$ cat config.mk
export PLATFORM = sky130hd
export DESIGN_NAME = adc_reader
export DESIGN_NICKNAME = d
export VERILOG_FILES = /design/src/rtl/adc_reader_pkg.sv /design/src/rtl/adc_sclk_gen.sv /design/src/rtl/adc_reader.sv
export SDC_FILE = /design/constraint.sdc
export NUM_CORES = 1
export LEC_CHECK = 0
export CAP_MARGIN = 10
export CORE_ASPECT_RATIO = 2
export CORE_UTILIZATION = 60
export CTS_BUF_LIST = sky130_fd_sc_hd__clkbuf_4 sky130_fd_sc_hd__clkbuf_8
export DETAILED_ROUTE_END_ITERATION = 7
export PLACE_DENSITY = 0.81
export SLEW_MARGIN = 5
export SYNTH_ARGS = -nofsm -noshare
export SYNTH_HDL_FRONTEND = slang
export SYNTH_SLANG_ARGS = --single-unit
$ cat constraint.sdc
create_clock -name clk -period 2.7 [get_ports clk]
set_input_delay 0.54 -clock clk [delete_from_list [all_inputs] [get_ports clk]]
set_output_delay 0.54 -clock clk [all_outputs]
set_load 0.01 [all_outputs]
$ cat src/rtl/adc_reader_pkg.sv
`default_nettype none
// ============================================================================
// Package  : adc_reader_pkg
// Brief    : Shared state encoding and defaults for the serial ADC reader.
// Revision : 1.0 - initial release
// ============================================================================
package adc_reader_pkg;

    localparam int c_DEFAULT_WIDTH = 12;

    typedef enum logic [2:0] {
        ST_IDLE    = 3'd0,
        ST_CS_HIGH = 3'd1,
        ST_SHIFT   = 3'd2,
        ST_CAPTURE = 3'd3,
        ST_DONE    = 3'd4
    } state_t;

endpackage
`default_nettype wire

$ cat src/rtl/adc_sclk_gen.sv
`default_nettype none
// ============================================================================
// Module   : adc_sclk_gen
// Brief    : Divided serial clock with one-cycle rise/fall strobes.
// Revision : 1.0 - initial release
// ============================================================================
module adc_sclk_gen #(
    parameter int CLK_DIV = 2
) (
    input  logic clk,
    input  logic reset,
    input  logic i_enable,
    output logic o_sclk,
    output logic o_rise,
    output logic o_fall
);

    localparam int                 c_CNT_W    = (CLK_DIV > 1) ? $clog2(CLK_DIV) : 1;
    localparam logic [c_CNT_W-1:0] c_CNT_LAST = c_CNT_W'(CLK_DIV - 1);

    logic [c_CNT_W-1:0] r_cnt;
    logic               r_sclk;
    logic               w_wrap;

    // Strobes mark the cycle in which the registered clock is about to toggle.
    assign w_wrap = i_enable && (r_cnt == c_CNT_LAST);
    assign o_rise = w_wrap && !r_sclk;
    assign o_fall = w_wrap && r_sclk;
    assign o_sclk = r_sclk;

    always_ff @(posedge clk or posedge reset) begin
        if (reset) begin
            r_cnt  <= '0;
            r_sclk <= 1'b0;
        end else if (!i_enable) begin
            r_cnt  <= '0;
            r_sclk <= 1'b0;
        end else if (w_wrap) begin
            r_cnt  <= '0;
            r_sclk <= !r_sclk;
        end else begin
            r_cnt  <= r_cnt + 1'b1;
        end
    end

endmodule
`default_nettype wire

$ cat src/rtl/adc_reader.sv
`default_nettype none
// ============================================================================
// Module   : adc_reader
// Brief    : ADS7883-style serial ADC master with ready/valid sample output.
// Revision : 1.0 - initial release
// ============================================================================
module adc_reader
    import adc_reader_pkg::*;
#(
    parameter int WIDTH       = c_DEFAULT_WIDTH,
    parameter int CLK_DIV     = 2,
    parameter int FRAME_BITS  = 14,
    parameter int NUM_SAMPLES = 128
) (
    input  logic             clk,
    input  logic             reset,
    input  logic             start,
    input  logic             sd,
    output logic             adc_cs,
    output logic             adc_sclk,
    output logic [WIDTH-1:0] sample_data,
    output logic             sample_valid,
    input  logic             sample_ready,
    output logic             busy,
    output logic             done,
    output logic             overrun
);

    localparam int                  c_SCNT_W     = $clog2(NUM_SAMPLES + 1);
    localparam int                  c_BCNT_W     = $clog2(FRAME_BITS + 1);
    localparam logic [c_SCNT_W-1:0] c_SCNT_LAST  = c_SCNT_W'(NUM_SAMPLES);
    localparam logic [c_BCNT_W-1:0] c_BCNT_LAST  = c_BCNT_W'(FRAME_BITS);
    localparam logic [c_BCNT_W-1:0] c_BCNT_FIRST = c_BCNT_W'(1);
    localparam logic [c_BCNT_W-1:0] c_BCNT_LSB   = c_BCNT_W'(WIDTH);

    state_t              r_state;
    state_t              w_state_next;
    logic                w_sclk_en;
    logic                w_rise;
    logic                w_fall;
    logic                w_sclk;
    logic [c_BCNT_W-1:0] r_bit_cnt;
    logic [c_SCNT_W-1:0] r_smp_cnt;
    logic [c_SCNT_W-1:0] w_smp_cnt_inc;
    logic [WIDTH-1:0]    r_shift;
    logic [WIDTH-1:0]    r_data;
    logic                r_valid;
    logic                r_overrun;
    logic                r_busy;
    logic                r_done;
    logic                r_cs;

    adc_sclk_gen #(
        .CLK_DIV (CLK_DIV)
    ) u_sclk_gen (
        .clk      (clk),
        .reset    (reset),
        .i_enable (w_sclk_en),
        .o_sclk   (w_sclk),
        .o_rise   (w_rise),
        .o_fall   (w_fall)
    );

    assign w_smp_cnt_inc = r_smp_cnt + 1'b1;

    always_comb begin
        w_state_next = r_state;
        w_sclk_en    = 1'b0;
        case (r_state)
            ST_IDLE: begin
                if (start) begin
                    w_state_next = ST_CS_HIGH;
                end
            end
            ST_CS_HIGH: begin
                w_sclk_en = 1'b1;
                if (w_fall) begin
                    w_state_next = ST_SHIFT;
                end
            end
            ST_SHIFT: begin
                w_sclk_en = 1'b1;
                // r_bit_cnt counts rising edges; the frame ends on the fall after the last one.
                if (w_fall && (r_bit_cnt == c_BCNT_LAST)) begin
                    w_state_next = ST_CAPTURE;
                end
            end
            ST_CAPTURE: begin
                w_state_next = (w_smp_cnt_inc == c_SCNT_LAST) ? ST_DONE : ST_CS_HIGH;
            end
            ST_DONE: begin
                w_state_next = ST_IDLE;
            end
            default: begin
                w_state_next = ST_IDLE;
            end
        endcase
    end

    // Control outputs are registered from the next state so they align with r_state.
    always_ff @(posedge clk or posedge reset) begin
        if (reset) begin
            r_state <= ST_IDLE;
            r_cs    <= 1'b1;
            r_busy  <= 1'b0;
            r_done  <= 1'b0;
        end else begin
            r_state <= w_state_next;
            r_cs    <= (w_state_next != ST_SHIFT);
            r_busy  <= (w_state_next != ST_IDLE);
            r_done  <= (w_state_next == ST_DONE);
        end
    end

    always_ff @(posedge clk or posedge reset) begin
        if (reset) begin
            r_bit_cnt <= '0;
            r_smp_cnt <= '0;
            r_shift   <= '0;
        end else begin
            if (r_state == ST_CS_HIGH) begin
                r_bit_cnt <= '0;
            end else if ((r_state == ST_SHIFT) && w_rise) begin
                r_bit_cnt <= r_bit_cnt + 1'b1;
                // Edge 0 carries the ADC leading zero; trailing edges are padding.
                if ((r_bit_cnt >= c_BCNT_FIRST) && (r_bit_cnt <= c_BCNT_LSB)) begin
                    r_shift <= {r_shift[WIDTH-2:0], sd};
                end
            end

            if (r_state == ST_IDLE) begin
                r_smp_cnt <= '0;
            end else if (r_state == ST_CAPTURE) begin
                r_smp_cnt <= w_smp_cnt_inc;
            end
        end
    end

    // Output handshake runs independently of the frame engine; a capture always wins.
    always_ff @(posedge clk or posedge reset) begin
        if (reset) begin
            r_data    <= '0;
            r_valid   <= 1'b0;
            r_overrun <= 1'b0;
        end else if (r_state == ST_CAPTURE) begin
            r_data  <= r_shift;
            r_valid <= 1'b1;
            if (r_valid && !sample_ready) begin
                r_overrun <= 1'b1;
            end
        end else if (r_valid && sample_ready) begin
            r_valid <= 1'b0;
        end
    end

    assign adc_cs       = r_cs;
    assign adc_sclk     = w_sclk;
    assign sample_data  = r_data;
    assign sample_valid = r_valid;
    assign busy         = r_busy;
    assign done         = r_done;
    assign overrun      = r_overrun;

endmodule
`default_nettype wire

== Word-level counts from Yosys, hierarchy flattened ==
Cells that the tools add are included.

* Flip-flop bits (word level): 46
* Output and inout port bits: 18
* Word-level logic and storage cells: 60

* Add/subtract/negate cells: 3
* Magnitude comparators: 2
* Equal/unequal tests: 8
* Muxes and demuxes: 16
* Bitwise gates (word level): 1
* Reduce and logical (&&, ||, !) cells: 18

{| class="wikitable"
|+ Operator list
! cell !! count
|-
| two-way mux 8 bit || 2
|-
| two-way mux 3 bit || 4
|-
| case mux 3 bit (4 select lines) || 1
|-
| adder 8 x 1 -> 8 bit, second input constant || 1
|-
| equality test 8 bit, second input constant || 1
|-
| logical AND 1 bit || 8
|-
| two-way mux 4 bit || 2
|-
| two-way mux 1 bit || 7
|-
| equality test 3 x 2 -> 1 bit, second input constant || 2
|-
| nonzero test 2 bit || 3
|-
| adder 4 x 1 -> 4 bit, second input constant || 1
|-
| equality test 4 bit, second input constant || 1
|-
| >= comparator 4 x 1 -> 1 bit, second input constant || 1
|-
| <= comparator 4 bit, second input constant || 1
|-
| equality test 3 x 1 -> 1 bit, second input constant || 1
|-
| equality test 3 bit, second input constant || 1
|-
| zero test 3 bit || 1
|-
| != test 3 x 2 -> 1 bit, second input constant || 1
|-
| AND reduction 3 bit || 1
|-
| nonzero test 3 bit || 1
|-
| zero test 1 bit || 2
|-
| != test 2 bit, second input constant || 1
|-
| AND reduction 2 bit || 1
|-
| OR reduction 2 bit || 1
|-
| other kinds (2) || 2
|}

== Longest topological paths before layout ==
Gate-level depths: netlist of the first run.

* Depth in word-level cells: 9
* Gate-level depth with buffers: 6
* Mapped depth without buffers: 5

== Hierarchy ==
Synthesis of the first run repeated with hierarchy kept, for this count alone.

* Cells, all modules: 206
* Area, all modules: 2130.8 sq um

{| class="wikitable"
|+ Modules (own cells, without submodules)
! module !! instances !! cells each !! area an instance (sq um) !! seq. area each (sq um)
|-
| adc_reader || 1 || 197 || 2038.2 || 1102.3
|-
| adc_sclk_gen || 1 || 9 || 92.6 || 50.0
|}

== Least setup slack after synthesis of the first run ==
Ideal clock, no wire load.

* Path type: register -> register
* Start point: register r_bit_cnt[1]
* End point: register r_shift[0]
* Data arrival time: 1.733 ns
* Required time: 2.575 ns
* Path slack: 0.842 ns
* Cell stages (with the launch flop): 7
* Buffers on the path: 1
* Path through: dfrtp_1 -> inv_1 -> ha_1 -> or4b_4 -> o211ai_4 -> buf_8 -> mux2_4

* Word-level cells in the longest chain between the ends: 3
* Elaborated cells on any way between the ends: 4

{| class="wikitable"
|+ Ends and longest elaborated chain
! element !! line !! source
|-
| from (decl) || adc_reader.sv:42 || <nowiki>logic [c_BCNT_W-1:0] r_bit_cnt;</nowiki>
|-
| from (signal assigned) || adc_reader.sv:124 || <nowiki>r_bit_cnt <= r_bit_cnt + 1'b1;</nowiki>
|-
| >= comparator 4 x 1 -> 1 bit or <= comparator 4 bit (tied branches) || adc_reader.sv:126 || <nowiki>if ((r_bit_cnt >= c_BCNT_FIRST) && (r_bit_cnt <= c_BCNT_LSB)) begin</nowiki>
|-
| logical AND 1 bit * || adc_reader.sv:126 ||
|-
| AND reduction 3 bit (no line) * || n/a ||
|-
| to (signal assigned) || adc_reader.sv:127 || <nowiki>r_shift <= {r_shift[WIDTH-2:0], sd};</nowiki>
|-
| to (decl) || adc_reader.sv:45 || <nowiki>logic [WIDTH-1:0] r_shift;</nowiki>
|}

Mark *: on every way between the ends. The rest lies on a longest branch, timed or not.
A chain may end at the register's enable or synchronous reset.

== Final worst setup path of the first run ==
* Start point: register r_bit_cnt[1]
* End point: register r_shift[9]

Same word-level chain as after synthesis.

==> results of run 1 <==
power breakdown:
part	switching (mW)	total [mW]	internal, mW
clock	0.228	0.514	0.286
sequential	0.118	0.880	0.762
combinational	0.218	0.428	0.211
worst paths after layout:
| kind | start | to | slack, ps |
|---|---|---|---|
| setup / recovery | r_bit_cnt[1] | r_shift[9] | 700 |
| hold / removal | u_sclk_gen.r_cnt | u_sclk_gen.r_cnt | 490 |
| setup reg to reg | r_bit_cnt[1] | r_shift[9] | 700 |
| hold reg to reg | u_sclk_gen.r_cnt | u_sclk_gen.r_cnt | 490 |
| max in group asynchronous | reset | adc_cs | 1630 |
| min in group asynchronous | reset | sample_data[4] | 680 |
cells by family (layout without fill, tap and decap cells):
family	Yosys count	in the layout
buf+inv	14	38
simple gates	64	64
fa+ha+maj	6	6
compound gates	29	29
xor+xnor	3	3
flops	46	46
mux	25	25
layer usage:
metal	share of wire, %	track usage, %	up-vias
met5	0	0	-
met4	1.8	11.0	0
met3	2.3	3.92	7
met2	56	43.6	31
met1	40	25.7	716
li1	-	-	706
layout make-up:
class	count	area (um2)	share of cell area (%)
Clock inverter	2	37.5	1.46
Clock buffer	6	76.3	2.97
Multi-Input combinational cell	127	988	38.4
Inverter	6	22.5	0.875
Sequential cell	46	1150	44.8
Tap cell	48	60.1	2.33
Timing Repair Buffer	24	235	9.14
worst register-to-register path: stages (launching register included):
cell	delay, ps
sky130_fd_sc_hd__dfrtp_1	420
sky130_fd_sc_hd__inv_1	110
sky130_fd_sc_hd__ha_1	190
sky130_fd_sc_hd__or4b_4	530
sky130_fd_sc_hd__o211ai_4	250
sky130_fd_sc_hd__mux2_2	390
state kept, by name (all words and copies together) (netlist names), 3 cells and up:
signal       count
sample_data     12
r_state          3
r_shift         12
r_bit_cnt        4
r_smp_cnt        8
stage by stage:
step	total power [mW]	area, um2	setup WS, ps	utilization [%]
finish	1.82	2570	699	74.5
global placement	1.31	2460	788	71.2
CTS	1.83	2570	681	74.5
floorplan	1.16	2210	842	-
detailed placement	1.33	2460	686	71.2
global route	1.92	2570	579	74.5
layout by cell type (no fill, tap or decap), types with 2 or more instances in the layout:
cell type,count
sky130_fd_sc_hd__a211oi_1,2
sky130_fd_sc_hd__dfrtp_1,45
sky130_fd_sc_hd__mux2_2,14
sky130_fd_sc_hd__o21ai_0,11
sky130_fd_sc_hd__ha_1,6
sky130_fd_sc_hd__buf_4,2
sky130_fd_sc_hd__mux2_4,10
sky130_fd_sc_hd__nand3_1,6
sky130_fd_sc_hd__nor4_1,2
sky130_fd_sc_hd__a21oi_1,2
sky130_fd_sc_hd__o21bai_1,2
sky130_fd_sc_hd__nor2_1,13
sky130_fd_sc_hd__xnor2_1,3
sky130_fd_sc_hd__nand2_1,12
sky130_fd_sc_hd__nor3_1,3
sky130_fd_sc_hd__nand2b_1,5
sky130_fd_sc_hd__nor3b_1,4
sky130_fd_sc_hd__clkbuf_8,5
sky130_fd_sc_hd__clkdlybuf4s50_1,22
sky130_fd_sc_hd__nand3b_1,2
sky130_fd_sc_hd__a2bb2oi_1,3
sky130_fd_sc_hd__nor2b_1,7
sky130_fd_sc_hd__a21boi_0,2
sky130_fd_sc_hd__inv_1,5
sky130_fd_sc_hd__and3_1,2
sky130_fd_sc_hd__nand4_1,2
==> impl_summary.log, run 1 <==
[metrics] largest cells by area after synthesis: sky130_fd_sc_hd__dfrtp_1, sky130_fd_sc_hd__mux2_2, sky130_fd_sc_hd__mux2_4
[metrics] upper clock frequency limit: 0.500 GHz
[metrics] pin count of the biggest net entering global routing: 47
[metrics] critical path's slowest cell: sky130_fd_sc_hd__or4b_4
[metrics] wire length after detailed routing: 4030 um
[metrics] standard-cell row count: 30
[metrics] area growth from synthesis to final layout: 16.6%
[metrics] HPWL after detailed placement: 2910 um
[metrics] placed cells: 251
[metrics] DRC viols: 0
[metrics] transition time at the pin with the least slew margin: 685 ps
[metrics] Vert. Die Dim: 87.8 um
[metrics] overall die area: 0.00394 mm2
[metrics] post-route non-filler standard cell count: 259
[metrics] async set-or-reset flop fraction in the synthesized netlist: 100%
[metrics] stages on the worst setup path: 5
[metrics] kind of cell adding the most delay to the critical path: simple AND/OR/NAND/NOR gates
[metrics] register bit total from synthesis: 46
[metrics] max-cap viol count: 0
[metrics] number of standard cells after synthesis: 187
[metrics] initial antenna violation count: 0
[metrics] IO buf count: 22
[metrics] unrepaired setup endpoints after global routing: false
[metrics] synth unique cells: 41
[metrics] drt first-iter violations: 31
[metrics] Die X: 44.9 um
[metrics] filler instances: 255
[metrics] CTS clock-pin slew for the worst setup and hold paths: 80 ps
[metrics] number of buffers added to fix hold violations after cts: 0
[metrics] effective utilization at floorplan: 63.9%
[metrics] cell chain of the critical path: inv_1 > ha_1 > or4b_4 > o211ai_4 > mux2_2
[metrics] VDD IR max: 0.000730 V
[metrics] sequential element share of the synthesized area: 52.2%
[metrics] Setup TNS: 0 ps
[metrics] mux contribution to synthesized area: 14.4%
[metrics] post-synthesis share of cell area spent on full adders, half adders and majority gates: 3.40%
[metrics] Antenna diodes: 0
[metrics] crit path capture type: register
[metrics] data required time at the worst endpoint: 2890 ps
[metrics] endpoints failing setup: 0
[metrics] GR Util All Layers: 23.9%
[metrics] category of the worst setup path launch point: register
[metrics] Clock Tree Root: sky130_fd_sc_hd__clkbuf_8
[metrics] Avg Inst Size Synth: 11.8 um2
[metrics] Syn. warnings: 0
[metrics] wire length of the first global-routing pass: 6780 um
[metrics] synth cell count leaders: sky130_fd_sc_hd__dfrtp_1, sky130_fd_sc_hd__mux2_2, sky130_fd_sc_hd__nor2_1
[metrics] DR pass1 iterations: 4
[metrics] number of cells traversed by the worst hold path: 1
[metrics] Hold WS: 492 ps
[metrics] number of enable flip-flop cells after synthesis: 0
[metrics] I/O pin count: 23
[metrics] Post-CTS Setup Repair Bufs: 0
[metrics] Max Slew Vio Count: 0
[metrics] worst skew pair latency: 300 ps
[metrics] fraction of synthesized cell area taken by the top area cell type: 51.0%
[metrics] Routed WL per cell: 15.6 um
[metrics] layout net count: 221
[metrics] number of hold-slack violations in the final timing report: 0
[metrics] Critical Path AT: 2190 ps
[metrics] worst rel slew slack: 54.3%
[metrics] Max clock buf depth: 2
[metrics] result of the run: finished clean
[metrics] DRT antenna net count: 0
[metrics] routed vias: 1460
[metrics] clk_skew: 4.53 ps
[metrics] maximum fanout along the worst path: 12
[metrics] combinational family with the most area after synthesis: simple AND/OR/NAND/NOR gates
[metrics] CP Buf/Inv Count: 1
[metrics] TritonCTS Buffers: 5
[metrics] final critical path time including I/O delays and setup: 2000 ps
[metrics] flip-flop cell with the highest count after synthesis: sky130_fd_sc_hd__dfrtp_1
[metrics] grt total ovfl: 0
[metrics] simple-gate share of the synthesized area: 16.4%
[metrics] Floorplan Core Area: 0.00345 mm2
[metrics] cell area after synthesis: 0.00221 mm2
[metrics] total number of clock tree sinks: 46
[metrics] via count of the first global-routing pass: 1507
[metrics] routed via count divided by cell count: 5.64
[metrics] Post-Synth XOR/XNOR Area: 1.19%
[metrics] fraction of final layout cells sized beyond drive strength 1: 19.4%
[metrics] TritonCTS clock tree: yes
[metrics] final estimated routing congestion in global placement: 0.772
[metrics] quantity of gates resized following cts: 0
[metrics] maximum level of the CTS H-tree: 2
[metrics] area leader, netlist: sky130_fd_sc_hd__dfrtp_1
[metrics] power per cell area: 708 mW/mm2
[metrics] portion of the clock cycle consumed by the worst path in the final layout: 74.1%
[metrics] path category of the worst min-delay check: reg -> reg
[metrics] synthesized-area fraction occupied by ao, oa, aoi and oai cells: 9.42%
[metrics] cell with the most instances after synthesis: sky130_fd_sc_hd__dfrtp_1
[metrics] category of the most critical setup path: reg -> reg
[metrics] Leakage: 1.19 nW
[metrics] Largest stage delay, worst path: 530 ps
[metrics] net count after synthesis: 198
[metrics] r2r worst-path depth: 5
No activity file was read; power rests on OpenSTA's default activity.
==> run 2: changes to the inputs <==
CORE_UTILIZATION = 58   (was 60)
PLACE_DENSITY = 0.78   (was 0.81)
clock period = 2 ns   (was 2.7 ns; I/O delays follow)
==> run 2 against run 1 <==
  * Setup slack worse by 620 ps
  * Clock power increased by 7.2%
  * Critical path type unchanged
  * Clock-buffer cell count stayed put
==> impl_summary.log, run 2 (synthesis results as in run 1) <==
[metrics] standard-cell row count: 31
[metrics] Critical Path AT: 2100 ps
[metrics] CP Buf/Inv Count: 1
[metrics] routed vias: 1506
[metrics] commonest cells after routing, fill and taps aside: sky130_fd_sc_hd__dfrtp_1, sky130_fd_sc_hd__clkdlybuf4s50_1, sky130_fd_sc_hd__mux2_2
[metrics] TritonCTS clock tree: yes
[metrics] crit path to: r_shift[4]
[metrics] Routed WL per cell: 15.8 um
[metrics] worst skew pair latency: 290 ps
[metrics] most crowded layer after global routing: met2
[metrics] destination of the worst register-to-register timing path: r_shift[4]
[metrics] I/O pin count: 23
[metrics] DR pass1 iterations: 5
[metrics] number of hold-slack violations in the final timing report: 0
[metrics] Largest stage delay, worst path: 530 ps
[metrics] met1 track demand over resource in global routing: 26.7%
[metrics] path category of the worst min-delay check: in -> async
[metrics] clock network power share: 23.2%
[metrics] stages on the worst setup path: 5
[metrics] filler instances: 272
[metrics] worst reg2reg setup slack: 70 ps
[metrics] CTS clock-pin slew for the worst setup and hold paths: 80 ps
[metrics] wire length after detailed routing: 4260 um
[metrics] Floorplan Core Area: 0.00361 mm2
[metrics] transition time at the pin with the least slew margin: 380 ps
[metrics] Max clock buf depth: 2
[metrics] Die X: 45.6 um
[metrics] upper clock frequency limit: 0.519 GHz
[metrics] Max Slew Vio Count: 0
[metrics] GR Util All Layers: 24.5%
[metrics] fraction of final layout cells sized beyond drive strength 1: 23.6%
[metrics] Leakage: 1.23 nW
[metrics] internal cell power: 1.61 mW
[metrics] HPWL after detailed placement: 3160 um
[metrics] VDD IR max: 0.000838 V
[metrics] beginning of the critical path: r_bit_cnt[0]
[metrics] DRC viols: 0
[metrics] TritonCTS Buffers: 5
[metrics] wire length of the first global-routing pass: 7130 um
[metrics] data required time at the worst endpoint: 2180 ps
[metrics] area growth from synthesis to final layout: 19.3%
[metrics] category of the most critical setup path: reg -> reg
[metrics] DRT antenna net count: 0
[metrics] switching fraction of total power: 32.2%
[metrics] power per cell area: 901 mW/mm2
[metrics] pre-CTS WS: 22.0 ps
[metrics] cell chain of the critical path: ha_1 > or4b_4 > o211ai_4 > buf_12 > mux2_4
[metrics] effective utilization at floorplan: 61.2%
[metrics] final estimated routing congestion in global placement: 0.802
[metrics] Vert. Die Dim: 89.2 um
[metrics] maximum level of the CTS H-tree: 2
[metrics] portion of the clock cycle consumed by the worst path in the final layout: 96.3%
[metrics] maximum fanout along the worst path: 7
[metrics] met3 layer usage reported by global route: 5.05%
[metrics] Crit Reg-Reg Startpoint: r_bit_cnt[0]
[metrics] endpoints failing setup: 0
[metrics] combinational cell fraction of total power: 30.1%
[metrics] most common library cell in the layout ignoring fill and taps: sky130_fd_sc_hd__dfrtp_1
[metrics] via count of the first global-routing pass: 1582
[metrics] r2r worst-path depth: 5
[metrics] layout net count: 230
[metrics] routed via count divided by cell count: 5.60
[metrics] total number of clock tree sinks: 46
[metrics] Clock Tree Root: sky130_fd_sc_hd__clkbuf_8
[metrics] result of the run: finished clean
[metrics] post-layout worst setup margin: 75.0 ps
[metrics] crit path capture type: register
[metrics] Setup TNS: 0 ps
[metrics] pin count of the biggest net entering global routing: 31
[metrics] drt first-iter violations: 27
[metrics] routing usage on met2: 43.6%
[metrics] initial antenna violation count: 0
[metrics] Antenna diodes: 0
[metrics] final critical path time including I/O delays and setup: 1930 ps
[metrics] worst rel slew slack: 74.4%
[metrics] sequential group share of total power: 46.7%
[metrics] grt total ovfl: 0
[metrics] overall die area: 0.00407 mm2
[metrics] category of the worst setup path launch point: register
[metrics] clk_skew: 5.34 ps
[metrics] kind of cell adding the most delay to the critical path: simple AND/OR/NAND/NOR gates
[metrics] max-cap viol count: 0
[metrics] number of buffers added to fix hold violations after cts: 0
[metrics] unrepaired setup endpoints after global routing: false
[metrics] net switching power figure: 0.764 mW
[metrics] critical path's slowest cell: sky130_fd_sc_hd__or4b_4
[metrics] IO buf count: 22
-- run 2: cell count changes in the layout (fill, tap and decap cells not counted), sizes merged --
cell      change
buf           +9
bufinv        -1
clkinv        +2
clkinvlp      -1
-- run 2: cell type report --
type | instances | area [um2] | area share, %
well taps | 49 | 61.3 | 2.33
inverters | 6 | 22.5 | 0.856
clock inverters | 2 | 10.0 | 0.380
repair buffers | 33 | 319 | 12.1
clock buffers | 6 | 76.3 | 2.90
flip-flops and latches | 46 | 1150 | 43.8
multi-input cells | 127 | 988 | 37.6
-- run 2: power by group through the flow --
stage	Combinational (mW)	Clock (mW)	Sequential, mW
floorplan	0.424	0	1.14
global placement	0.688	0	1.12
detailed placement	0.715	0	1.12
CTS	0.719	0.566	1.11
global route	0.789	0.608	1.12
finish	0.713	0.551	1.11
-- run 2: worst min-delay path by stage --
stage / depth (start not counted) / end
after floorplan: 1 / u_sclk_gen.r_cnt
after global placement: 1 / overrun
after detailed placement: 1 / overrun
after CTS: 3 / r_shift[9]
after global routing: 3 / r_bit_cnt[1]
final: 3 / r_shift[9]
-- run 2: what timing repair did --
| item | 4_1_cts | 5_1_grt |
|---|---|---|
| pin swaps | 0 | 0 |
| buffers inserted | 3 | 0 |
| gates resized for setup | 0 | 3 |
| setup endpoints to repair | 1 | 10 |
-- run 2: per-stage QoR --
step	cell area [um2]	total power, mW	hold slack (ps)	std cells	util (%)
floorplan	2210	1.57	455	187	-
global placement	2500	1.81	461	258	69.4
detailed placement	2500	1.84	462	258	69.4
CTS	2630	2.39	429	269	72.8
global route	2630	2.52	451	269	72.9
finish	2630	2.37	433	269	72.9
-- run 2: worst reg2reg max path: cells and delay by family, from the launching register on --
family	cells	cell delay [ps]
simple gates	1	530
fa+ha+maj	1	210
mux	1	300
flops	1	450
buf+inv	1	170
compound gates	1	150
-- run 2: layer usage --
layer  vias up  share of wire (%)
met1       745                 37
met3         8                2.3
met5         -                  0
met2        32                 58
li1        721                  -
met4         0                1.8
==> run 3: changes to the inputs <==
CORE_UTILIZATION = 60   (was 58)
PLACE_DENSITY = 0.81   (was 0.78)
SKIP_LAST_GASP = 1   (was default)
clock period = 2.25 ns   (was 2 ns; I/O delays follow)
==> run 3 against run 2 <==
  * Fmax is 4.3% lower
  * Via count is 0.60% lower
  * Sequential share of layout area grew 0.44 points
  * Total power down 7.0%
  * Clock skew is 2.0 ps lower
  * Sequential cell count unchanged
  * Non-clock buffer count fell by 6
  * Register-to-register slack better by 160 ps
  * Combinational power fell by 12%
  * Highest routed layer unchanged
  * Clock power increased by 8.0%
  * Sequential power decreased by 11%
==> impl_summary.log, run 3 (synthesis results as in run 1) <==
[metrics] routed vias: 1497
[metrics] max-cap viol count: 0
[metrics] DR pass1 iterations: 5
[metrics] Vert. Die Dim: 87.8 um
[metrics] CTS clock-pin slew for the worst setup and hold paths: 80 ps
[metrics] Max Slew Vio Count: 0
[metrics] DRT antenna net count: 0
[metrics] crit path capture type: register
[metrics] maximum level of the CTS H-tree: 2
[metrics] fraction of final layout cells sized beyond drive strength 1: 20.6%
[metrics] post-layout worst setup margin: 238 ps
[metrics] critical path's slowest cell: sky130_fd_sc_hd__or4b_4
[metrics] standard-cell row count: 30
[metrics] routed via count divided by cell count: 5.71
[metrics] clk_skew: 3.39 ps
[metrics] TritonCTS Buffers: 5
[metrics] pin count of the biggest net entering global routing: 29
[metrics] Post-CTS Setup Repair Bufs: 0
[metrics] effective utilization at floorplan: 63.9%
[metrics] DRC viols: 0
[metrics] final estimated routing congestion in global placement: 0.836
[metrics] Floorplan Core Area: 0.00345 mm2
[metrics] wire length of the first global-routing pass: 7020 um
[metrics] worst rel slew slack: 51.7%
[metrics] grt total ovfl: 0
[metrics] layout net count: 224
[metrics] data required time at the worst endpoint: 2440 ps
[metrics] maximum fanout along the worst path: 12
[metrics] GR Util All Layers: 25.0%
[metrics] overall die area: 0.00394 mm2
[metrics] footprint of the multi-input gates: 988 um2
[metrics] IO buf count: 22
[metrics] cell chain of the critical path: inv_1 > ha_1 > or4b_4 > o211ai_4 > mux2_2
[metrics] total chip power: 2.21 mW
[metrics] number of hold-slack violations in the final timing report: 0
[metrics] Largest stage delay, worst path: 530 ps
[metrics] Leakage: 1.21 nW
[metrics] transition time at the pin with the least slew margin: 721 ps
[metrics] Max clock buf depth: 2
[metrics] Routed WL per cell: 15.8 um
[metrics] VDD IR max: 0.000960 V
[metrics] category of the most critical setup path: reg -> reg
[metrics] via count of the first global-routing pass: 1524
[metrics] Die X: 44.9 um
[metrics] pre-CTS WS: 210 ps
[metrics] path category of the worst min-delay check: in -> async
[metrics] total number of clock tree sinks: 46
[metrics] unrepaired setup endpoints after global routing: false
[metrics] Setup TNS: 0 ps
[metrics] result of the run: finished clean
[metrics] HPWL after detailed placement: 3050 um
[metrics] Antenna diodes: 0
[metrics] endpoints failing setup: 0
[metrics] commonest cells after routing, fill and taps aside: sky130_fd_sc_hd__dfrtp_1, sky130_fd_sc_hd__clkdlybuf4s50_1, sky130_fd_sc_hd__mux2_2
[metrics] final critical path time including I/O delays and setup: 2010 ps
[metrics] area growth from synthesis to final layout: 18.0%
[metrics] wire length after detailed routing: 4130 um
[metrics] worst skew pair latency: 300 ps
[metrics] initial antenna violation count: 0
[metrics] I/O pin count: 23
[metrics] filler instances: 259
[metrics] power per cell area: 848 mW/mm2
[metrics] TritonCTS clock tree: yes
[metrics] portion of the clock cycle consumed by the worst path in the final layout: 89.4%
[metrics] quantity of gates resized following cts: 0
[metrics] utilization after layout: 75.4%
[metrics] Critical Path AT: 2200 ps
[metrics] number of buffers added to fix hold violations after cts: 0
[metrics] upper clock frequency limit: 0.497 GHz
[metrics] category of the worst setup path launch point: register
[metrics] Register Area: 0.00115 mm2
[metrics] Clock Tree Root: sky130_fd_sc_hd__clkbuf_8
[metrics] drt first-iter violations: 32
[metrics] most common library cell in the layout ignoring fill and taps: sky130_fd_sc_hd__dfrtp_1
-- run 3: changes by cell type in the layout (fill, tap and decap cells not counted) --
cell                        change
sky130_fd_sc_hd__buf_6          -1
sky130_fd_sc_hd__dfrtp_2        -1
sky130_fd_sc_hd__inv_2          -1
sky130_fd_sc_hd__buf_4          -5
sky130_fd_sc_hd__inv_1          +1
sky130_fd_sc_hd__clkbuf_4       -1
sky130_fd_sc_hd__dfrtp_1        +1
sky130_fd_sc_hd__bufinv_16      +1
-- run 3: path summary, 6_finish.rpt --
kind / from / to / slack [ps] / depth (start not counted)
hold reg to reg: u_sclk_gen.r_cnt / u_sclk_gen.r_cnt / 500 / 1
setup reg to reg: r_bit_cnt[1] / r_shift[9] / 240 / 5
max in group asynchronous: reset / adc_cs / 1160 / 3
hold / removal: reset / r_smp_cnt[4] / 500 / 2
min in group clk: u_sclk_gen.r_cnt / u_sclk_gen.r_cnt / 500 / 1
setup / recovery: r_bit_cnt[1] / r_shift[9] / 240 / 5
-- run 3: area by class of cell --
cell class                 instances  share of cell area, %
tap                               48                   2.31
clock buffer                       5                   2.64
inverter                           6                  0.865
multi-input combinational        127                   38.0
timing repair buffer              27                   10.4
clock inverter                     3                   1.54
sequential                        46                   44.3
-- run 3: report_power, final --
group	switching [mW]	internal, mW
logic	0.349	0.277
registers	0.0687	0.916
clock network	0.268	0.327
-- run 3: layer usage --
metal | GRT usage (%) | routed length [um] | vias to the layer above
li1 | - | - | 707
met1 | 26.5 | 1580 | 760
met2 | 45.7 | 2360 | 24
met3 | 6.39 | 119 | 6
met4 | 8.82 | 69 | 0
met5 | 0 | 0 | -
-- run 3: critical path, delay by kind of cell, from the launching register on --
family | cells | cell delay [ps]
buf+inv | 1 | 100
compound gates | 1 | 260
flops | 1 | 410
mux | 1 | 400
simple gates | 1 | 530
fa+ha+maj | 1 | 200
-- run 3: stage by stage --
stage / cell area, um2 / hold WS (ps) / cells
after floorplan: 2210 / 455 / 187
after global placement: 2490 / 459 / 254
after detailed placement: 2490 / 487 / 254
after CTS: 2600 / 499 / 262
after global routing: 2600 / 529 / 262
final: 2600 / 499 / 262
